$ cat config.mk
export PLATFORM = sky130hd
export DESIGN_NAME = clkgen_lock_seq
export DESIGN_NICKNAME = d
export VERILOG_FILES = /design/src/rtl/clkgen_lock_seq.sv
export SDC_FILE = /design/constraint.sdc
export NUM_CORES = 1
export LEC_CHECK = 0
export ABC_AREA = 1
export CAP_MARGIN = 20
export CORE_ASPECT_RATIO = 2
export CORE_MARGIN = 3
export CORE_UTILIZATION = 65
export CTS_CLUSTER_SIZE = 8
export DETAILED_ROUTE_END_ITERATION = 6
export DONT_BUFFER_PORTS = 1
export PLACE_DENSITY = 0.81
export SLEW_MARGIN = 40
export SYNTH_ARGS = -nofsm -noshare
export SYNTH_HDL_FRONTEND = slang
export SYNTH_SLANG_ARGS = --single-unit
$ cat constraint.sdc
create_clock -name CLK -period 4.7 [get_ports CLK]
set_input_delay 0.94 -clock CLK [delete_from_list [all_inputs] [get_ports CLK]]
set_output_delay 0.94 -clock CLK [all_outputs]
set_load 0.01 [all_outputs]
$ cat src/rtl/clkgen_lock_seq.sv
// ---------------------------------------------------------------------------
// clkgen_lock_seq
//   Bring-up and supervision sequencer for the CLKGEN_MMCM clock generator.
//   It pulses the MMCM reset, waits for LOCKED, requires lock to be stable
//   for a fixed window, then releases the downstream system reset. A timeout
//   or a lock drop before release counts as a failed attempt and the whole
//   sequence is retried. Too many consecutive failed attempts end in a
//   sticky hard failure. A lock drop while running restarts the sequence
//   but is not counted as a failed attempt.
//   The block runs from the free-running board oscillator, so it never
//   depends on the clocks it supervises.
//
// Ports
//   CLK          in   board oscillator clock
//   RST          in   synchronous, active-high reset
//   MMCM_LOCKED  in   MMCM lock flag, asynchronous to CLK
//   MMCM_RST     out  active-high MMCM reset
//   SYS_RST      out  active-high reset for logic on the MMCM clocks
//   READY        out  high only while running with a stable lock
//   FAIL         out  sticky hard-failure flag
//   LOSS         out  one-cycle pulse when lock is lost while running
//   RETRY_CNT    out  total retries since RST, saturating at 15
// ---------------------------------------------------------------------------
module clkgen_lock_seq #(
  parameter int RST_PULSE_CYC    = 16,
  parameter int LOCK_TIMEOUT_CYC = 100000,
  parameter int LOCK_STABLE_CYC  = 1024,
  parameter int MAX_RETRY        = 7,
  parameter int CNT_W            = 20
) (
  input  logic       CLK,
  input  logic       RST,
  input  logic       MMCM_LOCKED,
  output logic       MMCM_RST,
  output logic       SYS_RST,
  output logic       READY,
  output logic       FAIL,
  output logic       LOSS,
  output logic [3:0] RETRY_CNT
);

  localparam int FCNT_W = $clog2(MAX_RETRY + 1) + 1;

  localparam logic [CNT_W-1:0]  RST_LAST    = CNT_W'(RST_PULSE_CYC - 1);
  localparam logic [CNT_W-1:0]  TIMEOUT_LAST = CNT_W'(LOCK_TIMEOUT_CYC - 1);
  localparam logic [CNT_W-1:0]  STABLE_LAST = CNT_W'(LOCK_STABLE_CYC - 1);
  localparam logic [CNT_W-1:0]  CNT_MAX     = '1;
  localparam logic [FCNT_W-1:0] FCNT_LAST   = FCNT_W'(MAX_RETRY);

  typedef enum logic [2:0] {
    S_RST,
    S_WAIT,
    S_STAB,
    S_RUN,
    S_FAIL
  } state_t;

  state_t            state;
  state_t            state_d;
  logic [CNT_W-1:0]  cnt;
  logic [FCNT_W-1:0] fcnt;
  logic              lk_s1;
  logic              lk_s;
  logic              fail_evt;
  logic              loss_evt;
  logic              retry_evt;
  logic              mmcm_rst_d;
  logic              sys_rst_d;
  logic              ready_d;
  logic              fail_d;

  // Two-flop synchroniser for the asynchronous lock flag.
  always_ff @(posedge CLK) begin
    if (RST) begin
      lk_s1 <= 1'b0;
      lk_s  <= 1'b0;
    end else begin
      lk_s1 <= MMCM_LOCKED;
      lk_s  <= lk_s1;
    end
  end

  // State register, shared cycle counter and consecutive-failure counter.
  // The counter restarts on every state change and saturates instead of
  // wrapping, so the RUN and FAIL states can sit in place indefinitely.
  always_ff @(posedge CLK) begin
    if (RST) begin
      state <= S_RST;
      cnt   <= '0;
      fcnt  <= '0;
    end else begin
      state <= state_d;
      if (state_d != state) begin
        cnt <= '0;
      end else if (cnt != CNT_MAX) begin
        cnt <= cnt + CNT_W'(1);
      end
      if (state == S_RUN) begin
        fcnt <= '0;
      end else if (fail_evt && (fcnt != FCNT_LAST)) begin
        fcnt <= fcnt + FCNT_W'(1);
      end
    end
  end

  // Output registers: levels follow the current state, so they appear one
  // cycle after the state is entered.
  always_ff @(posedge CLK) begin
    if (RST) begin
      MMCM_RST  <= 1'b1;
      SYS_RST   <= 1'b1;
      READY     <= 1'b0;
      FAIL      <= 1'b0;
      LOSS      <= 1'b0;
      RETRY_CNT <= 4'd0;
    end else begin
      MMCM_RST <= mmcm_rst_d;
      SYS_RST  <= sys_rst_d;
      READY    <= ready_d;
      FAIL     <= fail_d;
      LOSS     <= loss_evt;
      if (retry_evt && (RETRY_CNT != 4'hF)) begin
        RETRY_CNT <= RETRY_CNT + 4'd1;
      end
    end
  end

  // Next-state logic. Lock is tested before the timeout in S_WAIT so a lock
  // arriving on the final wait cycle still counts as success.
  always_comb begin
    state_d    = state;
    fail_evt   = 1'b0;
    loss_evt   = 1'b0;
    mmcm_rst_d = 1'b0;
    sys_rst_d  = 1'b1;
    ready_d    = 1'b0;
    fail_d     = 1'b0;

    case (state)
      S_RST: begin
        mmcm_rst_d = 1'b1;
        if (cnt == RST_LAST) begin
          state_d = S_WAIT;
        end
      end
      S_WAIT: begin
        if (lk_s) begin
          state_d = S_STAB;
        end else if (cnt == TIMEOUT_LAST) begin
          fail_evt = 1'b1;
        end
      end
      S_STAB: begin
        if (!lk_s) begin
          fail_evt = 1'b1;
        end else if (cnt == STABLE_LAST) begin
          state_d = S_RUN;
        end
      end
      S_RUN: begin
        sys_rst_d = 1'b0;
        ready_d   = 1'b1;
        if (!lk_s) begin
          loss_evt = 1'b1;
          state_d  = S_RST;
        end
      end
      S_FAIL: begin
        mmcm_rst_d = 1'b1;
        fail_d     = 1'b1;
      end
      default: begin
        state_d = S_RST;
      end
    endcase

    if (fail_evt) begin
      state_d = (fcnt == FCNT_LAST) ? S_FAIL : S_RST;
    end

    retry_evt = loss_evt | (fail_evt & (fcnt != FCNT_LAST));
  end

endmodule

Yosys cells after proc, flatten, opt, wreduce, memory -nomap -nowiden
Cells that the tools add are included.
- output and inout bits: 9
- register bits after elaboration: 38
- input bits: 3
- word-level logic and storage cells: 51
- bitwise logic cells: 2
- equal/unequal tests: 12
- reductions and logical operators: 6
- add/sub/neg operators: 3
- muxes and demuxes: 17
- operator list (kind ; count):
    $mux 3 ; 7
    $add 20x1->20 const B ; 1
    $eq 20x10->1 const B ; 1
    $eq 20x17->1 const B ; 1
    $eq 20x4->1 const B ; 1
    $ne 20x20->1 const B ; 1
    $pmux 3 s5 ; 1
    $add 4x1->4 const B ; 2
    $mux 1 ; 8
    $eq 3x2->1 const B ; 2
    $reduce_or 2->1 ; 3
    $eq 4x3->1 const B ; 1
    $ne 4x3->1 const B ; 1
    $ne 4x4->1 const B ; 1
    $eq 3x1->1 const B ; 1
    $eq 3x3->1 const B ; 1
    $logic_not 3->1 ; 1
    $ne 3x3->1 ; 1
    $logic_and 1x1->1 ; 2
    $pmux 1 s2 ; 1
    $and 1x1->1 ; 1
    $or 1x1->1 ; 1

Depth between registers and ports, before layout
Gate-level depths: netlist (run 1).
- depth in word-level cells: 7
- mapped depth: 13

Least setup slack after synthesis (run 1)
OpenSTA, ideal clock, no wires.
- path type: flip-flop to flip-flop
- start: register cnt[0]
- end: register cnt[15]
- library setup time: 0.120 ns
- clock period less this slack: 1.624 ns
- cell stages (with the launch flop): 8
- data arrival time: 1.504 ns
- data required time: 4.580 ns
- setup slack: 3.076 ns
- path through: dfxtp_1 > ha_1 > nand3_4 > nor2_4 > nand4_2 > nand3_1 > xor2_1 > nor2_4
- word-level cells in the longest chain between the ends: 7
- RTL lines (item ; line ; RTL):
    start, declared ; 60 ; logic [CNT_W-1:0] cnt;
    start signal, assigned ; 96 ; cnt <= cnt + CNT_W'(1);
    $eq 20x10->1 / $eq 20x17->1 (equally long branches) ; 156, 149 ;
    $mux 3 / $mux 1 (equally long branches) ; 156, 149 ;
    $mux 3 / $mux 1 (equally long branches) ; 154, 147 ;
    $pmux 3 s5 / $pmux 1 s2 (equally long branches) ; 139 ; case (state)
    $mux 3 ; 177 ; if (fail_evt) begin
    $ne 3x3->1 ; 93 ; if (state_d != state) begin
    $reduce_or 2->1 (no source line) ; - ;
Parallel ways exist; a longest one is shown, timed or not.
A chain may end at the register's enable or synchronous reset.

Worst setup path in the final report (run 1)
- start: register cnt[0]
- end: register cnt[14]
The elaborated chain is that of the path after synthesis.

==> metrics.txt, run 1 <==
# TYPE chip_impl_metric gauge
chip_impl_metric{name="cts_buffer_depth",unit=""} 2
chip_impl_metric{name="postRouteWirelength",unit="um"} 3970
chip_impl_info{name="min_to",value="lk_s"} 1
chip_impl_metric{name="layout-drive-gt1-share",unit="%"} 16.1
chip_impl_metric{name="grt_start_max_net_pins",unit=""} 21
chip_impl_metric{name="p_total",unit="mW"} 0.550
chip_impl_metric{name="tightest_slew",unit="ns"} 0.483
chip_impl_metric{name="yosys.area.top_type_share",unit="%"} 37.5
chip_impl_metric{name="final_min_period_over_clock_period",unit="%"} 42.5
chip_impl_metric{name="postSynthNetCount",unit=""} 287
chip_impl_metric{name="filler_cell_count",unit=""} 262
chip_impl_info{name="critical_path.endpoint_type",value="register"} 1
chip_impl_info{name="synth.cells.most_frequent",value="nor2_1, nand2_1, dfxtp_1"} 1
chip_impl_metric{name="yosysWarningCount",unit=""} 0
chip_impl_metric{name="cts.clk_slew.worst_paths",unit="ns"} 0.07
chip_impl_info{name="rr_endpoint",value="cnt[14]"} 1
chip_impl_metric{name="core_area",unit="mm^2"} 0.00298
chip_impl_metric{name="cts_inserted_buffers",unit=""} 5
chip_impl_metric{name="row_count",unit=""} 28
chip_impl_metric{name="drtPass1Iterations",unit=""} 5
chip_impl_metric{name="synth.yosys.seq_area_share",unit="%"} 37.5
chip_impl_info{name="crit_path_top_delay_cell",value="dfxtp_1"} 1
chip_impl_metric{name="cp.arrival",unit="ns"} 2.21
chip_impl_metric{name="die_height",unit="um"} 85.0
chip_impl_metric{name="post-route-drc-count",unit=""} 0
chip_impl_metric{name="place.port_buffers",unit=""} 0
chip_impl_metric{name="cap_viol_max_count",unit=""} 0
chip_impl_info{name="timing_worst_setup_path_type",value="register to register"} 1
chip_impl_metric{name="fin_nets",unit=""} 291
chip_impl_metric{name="clock-skew-final",unit="ns"} 0.00193
chip_impl_metric{name="critPathMaxFanout",unit=""} 20
chip_impl_metric{name="cell_area_power_density",unit="mW/mm^2"} 258
chip_impl_info{name="synth_top_family_by_area",value="simple AND/OR/NAND/NOR gates"} 1
chip_impl_info{name="cts_tree",value="done"} 1
chip_impl_info{name="worstPathCellList",value="ha_1 -> nand3_4 -> nor2_4 -> nand2_2 -> nand2_2 -> nand2_2 -> nand2_1 -> nand2_2 -> nand2_2 -> nand4_4 -> nor2_2"} 1
chip_impl_metric{name="number_of_flops_mapped_to_enable_cells_by_yosys",unit=""} 0
chip_impl_metric{name="grt.overflow.total",unit=""} 0
chip_impl_metric{name="initial_core_util",unit="%"} 68.2
chip_impl_metric{name="dpl_cell_area",unit="mm^2"} 0.00205
chip_impl_metric{name="r2r.worst_path.cells",unit=""} 11
chip_impl_metric{name="synth-xor-area-share",unit="%"} 7.77
chip_impl_metric{name="die-area",unit="mm^2"} 0.00387
chip_impl_metric{name="final_max_slew_violation_count",unit=""} 0
chip_impl_metric{name="worst_hold_path.num_cells",unit=""} 2
chip_impl_metric{name="critical_path.n_buffers_inverters",unit=""} 0
chip_impl_metric{name="postSynthAreaPerCell",unit="um^2"} 7.22
chip_impl_metric{name="synth_simple_gate_area_share",unit="%"} 40.1
chip_impl_metric{name="avgRoutedWirePerCell",unit="um"} 12.6
chip_impl_info{name="unrepaired_setup_endpoints_after_global_routing",value="no"} 1
chip_impl_metric{name="synthAdderAreaFrac",unit="%"} 1.85
chip_impl_metric{name="crit_required",unit="ns"} 4.92
chip_impl_metric{name="first_global_vias",unit=""} 1700
chip_impl_info{name="worst_hold_startpoint",value="lk_s1"} 1
chip_impl_metric{name="place_ws",unit="ns"} 2.67
chip_impl_info{name="path_type_of_the_worst_min_delay_path",value="register to register"} 1
chip_impl_metric{name="layout_setup_ws",unit="ns"} 2.70
chip_impl_metric{name="worst_ir_drop_vdd",unit="mV"} 0.260
chip_impl_metric{name="timing.fmax",unit="MHz"} 501
chip_impl_metric{name="finalHoldWorstSlack",unit="ns"} 0.406
chip_impl_metric{name="grt_first_pass_wirelength",unit="um"} 6960
chip_impl_metric{name="finish.instance_area",unit="mm^2"} 0.00213
chip_impl_info{name="start_kind",value="register"} 1
chip_impl_metric{name="finalHoldViolations",unit=""} 0
chip_impl_metric{name="worst_max_slew_margin_expressed_relative_to_the_limit",unit="%"} 67.7
chip_impl_metric{name="synthArstFlopShare",unit="%"} 0
chip_impl_metric{name="cts_sinks",unit=""} 38
chip_impl_metric{name="p_leak",unit="nW"} 0.870
chip_impl_metric{name="via_count",unit=""} 1717
chip_impl_metric{name="synth-compound-area-share",unit="%"} 4.13
chip_impl_metric{name="drtIter0Drc",unit=""} 22
chip_impl_info{name="crit_path_start",value="cnt[0]"} 1
chip_impl_metric{name="finalSetupTns",unit="ns"} 0
chip_impl_metric{name="cts_max_level",unit=""} 2
chip_impl_metric{name="r2r_setup_slk",unit="ns"} 2.70
chip_impl_metric{name="netlist_instances",unit=""} 281
chip_impl_metric{name="avgViaCountPerCell",unit=""} 5.45
chip_impl_info{name="regToRegStartpoint",value="cnt[0]"} 1
chip_impl_metric{name="placedCellCount",unit=""} 308
chip_impl_metric{name="fp.dieW",unit="um"} 45.5
chip_impl_info{name="clk_root_buffer_cell",value="clkbuf_8"} 1
chip_impl_metric{name="synth.area.mux_share",unit="%"} 0.493
chip_impl_metric{name="gp_congestion",unit=""} 0.935
chip_impl_metric{name="post_cts.repair.setup_buffers",unit=""} 0
chip_impl_metric{name="final_antenna_net_count",unit=""} 0
chip_impl_metric{name="place_hpwl",unit="um"} 3120
chip_impl_metric{name="synth-seq-cells",unit=""} 38
chip_impl_info{name="crit_path_frequent_cell",value="nand2_2"} 1
chip_impl_metric{name="io_pins",unit=""} 12
chip_impl_metric{name="ctsResizeCount",unit=""} 0
chip_impl_metric{name="distinct_cell_type_count_after_synthesis",unit=""} 29
chip_impl_metric{name="antennaDiodeCount",unit=""} 0
chip_impl_metric{name="final.min_clock_period",unit="ns"} 2.00
chip_impl_info{name="yosys.area.top_type",value="dfxtp_1"} 1
chip_impl_metric{name="cts-hold-fix-buffers",unit=""} 0
chip_impl_metric{name="finish.utilization",unit="%"} 71.5
chip_impl_info{name="critPathTopFamily",value="simple AND/OR/NAND/NOR gates"} 1
chip_impl_metric{name="syn2layout_area_growth",unit="%"} 4.87
chip_impl_metric{name="finish.cell_count_without_fillers",unit=""} 315
chip_impl_info{name="synth.most_common_cell",value="nor2_1"} 1
chip_impl_metric{name="globalRouteTotalUtil",unit="%"} 24.1
chip_impl_info{name="synth_top_flop_cell",value="dfxtp_1"} 1
chip_impl_info{name="run_status",value="finished clean"} 1
chip_impl_metric{name="summed_instance_area_of_the_synthesized_netlist",unit="mm^2"} 0.00203
chip_impl_metric{name="worst_path_largest_cell_delay",unit="ns"} 0.38
chip_impl_metric{name="finalSetupViolations",unit=""} 0
chip_impl_metric{name="grt_antenna_before_repair",unit=""} 0
chip_impl_info{name="post_synth_main_area_contributors",value="dfxtp_1, nor2_1, nand2_1"} 1
chip_impl_metric{name="clock_latency",unit="ns"} 0.29
cells in the final DEF (no fill, tap or decap), drive strengths merged:
| master | synthesis | routed |
|---|---|---|
| nor2 | 71 | 71 |
| nand2 | 57 | 57 |
| dfxtp | 38 | 38 |
| inv | 35 | 35 |
| nand3 | 18 | 18 |
| xor2 | 13 | 13 |
| a21oi | 8 | 8 |
| nor3 | 8 | 8 |
| nand4 | 7 | 7 |
| o21ai | 6 | 6 |
| xnor2 | 5 | 5 |
| clkbuf | 1 | 5 |
| clkinv | 2 | 4 |
| ha | 3 | 3 |
| nor4 | 2 | 2 |
| or2 | 2 | 2 |
| o211ai | 1 | 1 |
| o22ai | 1 | 1 |
| mux2i | 1 | 1 |
state kept, by name, indices dropped and copies added, names as in the netlist:
name,cells
FAIL,1
LOSS,1
MMCM_RST,1
READY,1
RETRY_CNT,4
SYS_RST,1
cnt,20
fcnt,4
lk_s,1
lk_s1,1
state,3
worst min-delay path, delay by kind of cell (launching register included):
family,cells,cell delay [ns]
flip-flops,1,0.30
buffers and inverters,1,0.04
AND/OR/NAND/NOR,1,0.03
area by class of cell:
class	count	area (um^2)	share of cell area, %
sequential	38	761	35.7
inverter	37	139	6.53
clock inverter	2	10.0	0.470
clock buffer	5	68.8	3.23
tap	30	37.5	1.76
multi-input combinational	203	1110	52.3
worst max path at each step:
stage,endpoint,slack [ns],cells past startpoint
5_1_grt,cnt[9],2.46,11
3_3_place_gp,cnt[7],2.43,11
2_1_floorplan,cnt[15],3.08,7
4_1_cts,cnt[4],2.65,11
6_report,cnt[14],2.70,11
3_5_place_dp,cnt[18],2.67,11
power breakdown:
part	switching (mW)	internal [mW]
registers	0.00326	0.325
clock network	0.106	0.0993
logic	0.0113	0.00556
total	0.120	0.430
layer usage:
metal / track usage [%] / share of wire [%] / wire length [um] / up-vias
li1: - / - / - / 884
met2: 44.5 / 57 / 2280 / 35
met3: 3.82 / 3.0 / 118 / 18
met1: 21.5 / 34 / 1360 / 780
met5: 0 / 0 / 0 / -
met4: 16.5 / 5.5 / 219 / 0
cell families after synthesis:
kind of cell / count (synthesis)
DFF: 38
buffers and inverters: 40
and+or+nand+nor: 165
muxes: 1
AOI/OAI and AO/OA: 16
adders and majority gates: 3
xor gates and xnor gates: 18
Note: power is estimated with default switching activity, not from simulation.
==> run 2, diff against run 1 <==
- CORE_UTILIZATION: 65 -> 56
- PLACE_DENSITY: 0.81 -> 0.74
- clock period: 4.7 -> 1.7 ns (I/O delays scaled with it)
==> metrics.txt, run 2 (synthesis gave the netlist of run 1 again) <==
# TYPE chip_impl_metric gauge
chip_impl_metric{name="post-route-drc-count",unit=""} 0
chip_impl_metric{name="cts_sinks",unit=""} 38
chip_impl_metric{name="worst_max_slew_margin_expressed_relative_to_the_limit",unit="%"} 75.0
chip_impl_metric{name="first_global_vias",unit=""} 1711
chip_impl_metric{name="fin_nets",unit=""} 315
chip_impl_info{name="timing_worst_setup_path_type",value="register to register"} 1
chip_impl_metric{name="tightest_slew",unit="ns"} 0.372
chip_impl_metric{name="grt_start_max_net_pins",unit=""} 16
chip_impl_metric{name="cts.clk_slew.worst_paths",unit="ns"} 0.07
chip_impl_metric{name="worst_ir_drop_vdd",unit="mV"} 0.603
chip_impl_info{name="start_kind",value="register"} 1
chip_impl_metric{name="cts_buffer_depth",unit=""} 2
chip_impl_metric{name="timing.fmax",unit="MHz"} 609
chip_impl_info{name="final_common_cell",value="nand2_1"} 1
chip_impl_metric{name="place.port_buffers",unit=""} 0
chip_impl_metric{name="clock-skew-final",unit="ns"} 0.00396
chip_impl_metric{name="cap_viol_max_count",unit=""} 0
chip_impl_metric{name="placedCellCount",unit=""} 344
chip_impl_metric{name="antennaDiodeCount",unit=""} 0
chip_impl_info{name="path_type_of_the_worst_min_delay_path",value="primary input to register"} 1
chip_impl_metric{name="io_pins",unit=""} 12
chip_impl_metric{name="syn2layout_area_growth",unit="%"} 25.4
chip_impl_metric{name="drtIter0Drc",unit=""} 63
chip_impl_metric{name="globalRouteTotalUtil",unit="%"} 21.4
chip_impl_metric{name="finalHoldViolations",unit=""} 0
chip_impl_metric{name="swShare",unit="%"} 19.2
chip_impl_info{name="cts_tree",value="done"} 1
chip_impl_metric{name="cellInternalPower",unit="mW"} 1.55
chip_impl_metric{name="crit_required",unit="ns"} 1.93
chip_impl_metric{name="cts-hold-fix-buffers",unit=""} 0
chip_impl_metric{name="switchingPower",unit="mW"} 0.368
chip_impl_metric{name="gp_congestion",unit=""} 0.863
chip_impl_metric{name="postRouteWirelength",unit="um"} 4730
chip_impl_metric{name="final_antenna_net_count",unit=""} 0
chip_impl_info{name="largest-register",value="cnt"} 1
chip_impl_metric{name="finalSetupViolations",unit=""} 0
chip_impl_info{name="critical_path.endpoint_type",value="register"} 1
chip_impl_metric{name="initial_core_util",unit="%"} 58.8
chip_impl_metric{name="layout-drive-gt1-share",unit="%"} 31.6
chip_impl_metric{name="cts_max_level",unit=""} 2
chip_impl_metric{name="grt_first_pass_wirelength",unit="um"} 7330
chip_impl_metric{name="avgViaCountPerCell",unit=""} 5.18
chip_impl_metric{name="fp.dieW",unit="um"} 48.6
chip_impl_metric{name="grt_antenna_before_repair",unit=""} 0
chip_impl_metric{name="finalSetupTns",unit="ns"} 0
chip_impl_metric{name="layout_setup_ws",unit="ns"} 0.0567
chip_impl_info{name="clk_root_buffer_cell",value="clkbuf_8"} 1
chip_impl_metric{name="comb_power_share",unit="%"} 4.0
chip_impl_metric{name="grt.overflow.total",unit=""} 0
chip_impl_metric{name="drtPass1Iterations",unit=""} 4
chip_impl_metric{name="core_area",unit="mm^2"} 0.00345
chip_impl_metric{name="finish.cell_count_without_fillers",unit=""} 358
chip_impl_metric{name="flip_flop_count_of_the_largest_register_all_copies_and_words_added",unit=""} 20
chip_impl_metric{name="power.clock.fraction",unit="%"} 49.3
chip_impl_metric{name="die_height",unit="um"} 91.1
chip_impl_info{name="final_cell_mix",value="nand2_1, nor2_1, inv_1"} 1
chip_impl_metric{name="avgRoutedWirePerCell",unit="um"} 13.2
chip_impl_metric{name="cts_inserted_buffers",unit=""} 5
chip_impl_info{name="run_status",value="finished clean"} 1
chip_impl_metric{name="via_count",unit=""} 1853
chip_impl_metric{name="p_leak",unit="nW"} 1.04
chip_impl_info{name="reg_top3",value="cnt (20), RETRY_CNT (4), fcnt (4)"} 1
chip_impl_metric{name="place_hpwl",unit="um"} 3310
chip_impl_metric{name="final_max_slew_violation_count",unit=""} 0
chip_impl_metric{name="row_count",unit=""} 30
chip_impl_metric{name="final.min_clock_period",unit="ns"} 1.64
chip_impl_metric{name="final_min_period_over_clock_period",unit="%"} 96.7
chip_impl_metric{name="die-area",unit="mm^2"} 0.00443
chip_impl_metric{name="cell_area_power_density",unit="mW/mm^2"} 753
chip_impl_metric{name="power.share.sequential",unit="%"} 46.7
chip_impl_metric{name="critPathMaxFanout",unit=""} 7
chip_impl_metric{name="clock_latency",unit="ns"} 0.29
chip_impl_metric{name="filler_cell_count",unit=""} 263
chip_impl_metric{name="place_ws",unit="ns"} 0.0408
chip_impl_metric{name="cp.arrival",unit="ns"} 1.87
-- run 2: metal layers --
layer  GRT usage, %  part of all wire (%)
met1           18.8                    34
met2           43.3                    57
met3           4.27                   3.3
met4           10.9                   4.9
met5              0                     0
-- run 2: path summary, 6_finish.rpt --
check	startpoint	end	slack, ns	cells after the start
setup reg to reg	cnt[8]	fcnt[0]	0.06	10
setup / recovery	cnt[8]	fcnt[0]	0.06	10
hold reg to reg	lk_s1	lk_s	0.41	2
hold / removal	RST	state[1]	0.1	1
-- run 2: per-stage QoR --
stage	total power, mW	utilization, %	hold WS [ns]	instance area [um^2]
after floorplan	0.974	-	0.388	2030
after global placement	0.991	64.0	0.396	2210
after detailed placement	0.991	64.0	0.396	2210
after CTS	1.93	68.2	0.101	2350
after global routing	1.98	73.7	0.0902	2540
final	1.92	73.7	0.0992	2540
-- run 2: final cells by class --
class / count / area (um^2) / area share [%]
clock inverters: 2 / 60.1 / 2.36
inverters: 37 / 139 / 5.46
well taps: 48 / 60.1 / 2.36
clock buffers: 6 / 82.6 / 3.24
multi-input cells: 203 / 1190 / 46.7
repair buffers: 24 / 218 / 8.55
flip-flops and latches: 38 / 797 / 31.3
-- run 2: power by group through the flow --
stage / clock (mW) / combinational, mW / sequential [mW]
2_1_floorplan: 0 / 0.0477 / 0.926
3_3_place_gp: 0 / 0.0654 / 0.925
3_5_place_dp: 0 / 0.0659 / 0.926
4_1_cts: 0.961 / 0.0663 / 0.905
5_1_grt: 0.995 / 0.0858 / 0.896
6_report: 0.945 / 0.0767 / 0.896
-- run 2: worst max-delay path: stages (launching register included) --
cell,delay (ns)
dfxtp_4,0.36
buf_6,0.12
nor2_2,0.08
nand2_1,0.09
nor2_1,0.15
nand3_2,0.12
nand2_4,0.10
nand3_4,0.08
buf_6,0.14
or2_0,0.21
a21oi_1,0.13
-- run 2: repair_timing --
item | in CTS | in global routing
endpoints found under the setup margin | 0 | 28
buffers inserted | 0 | 5
gates resized for setup | 0 | 44
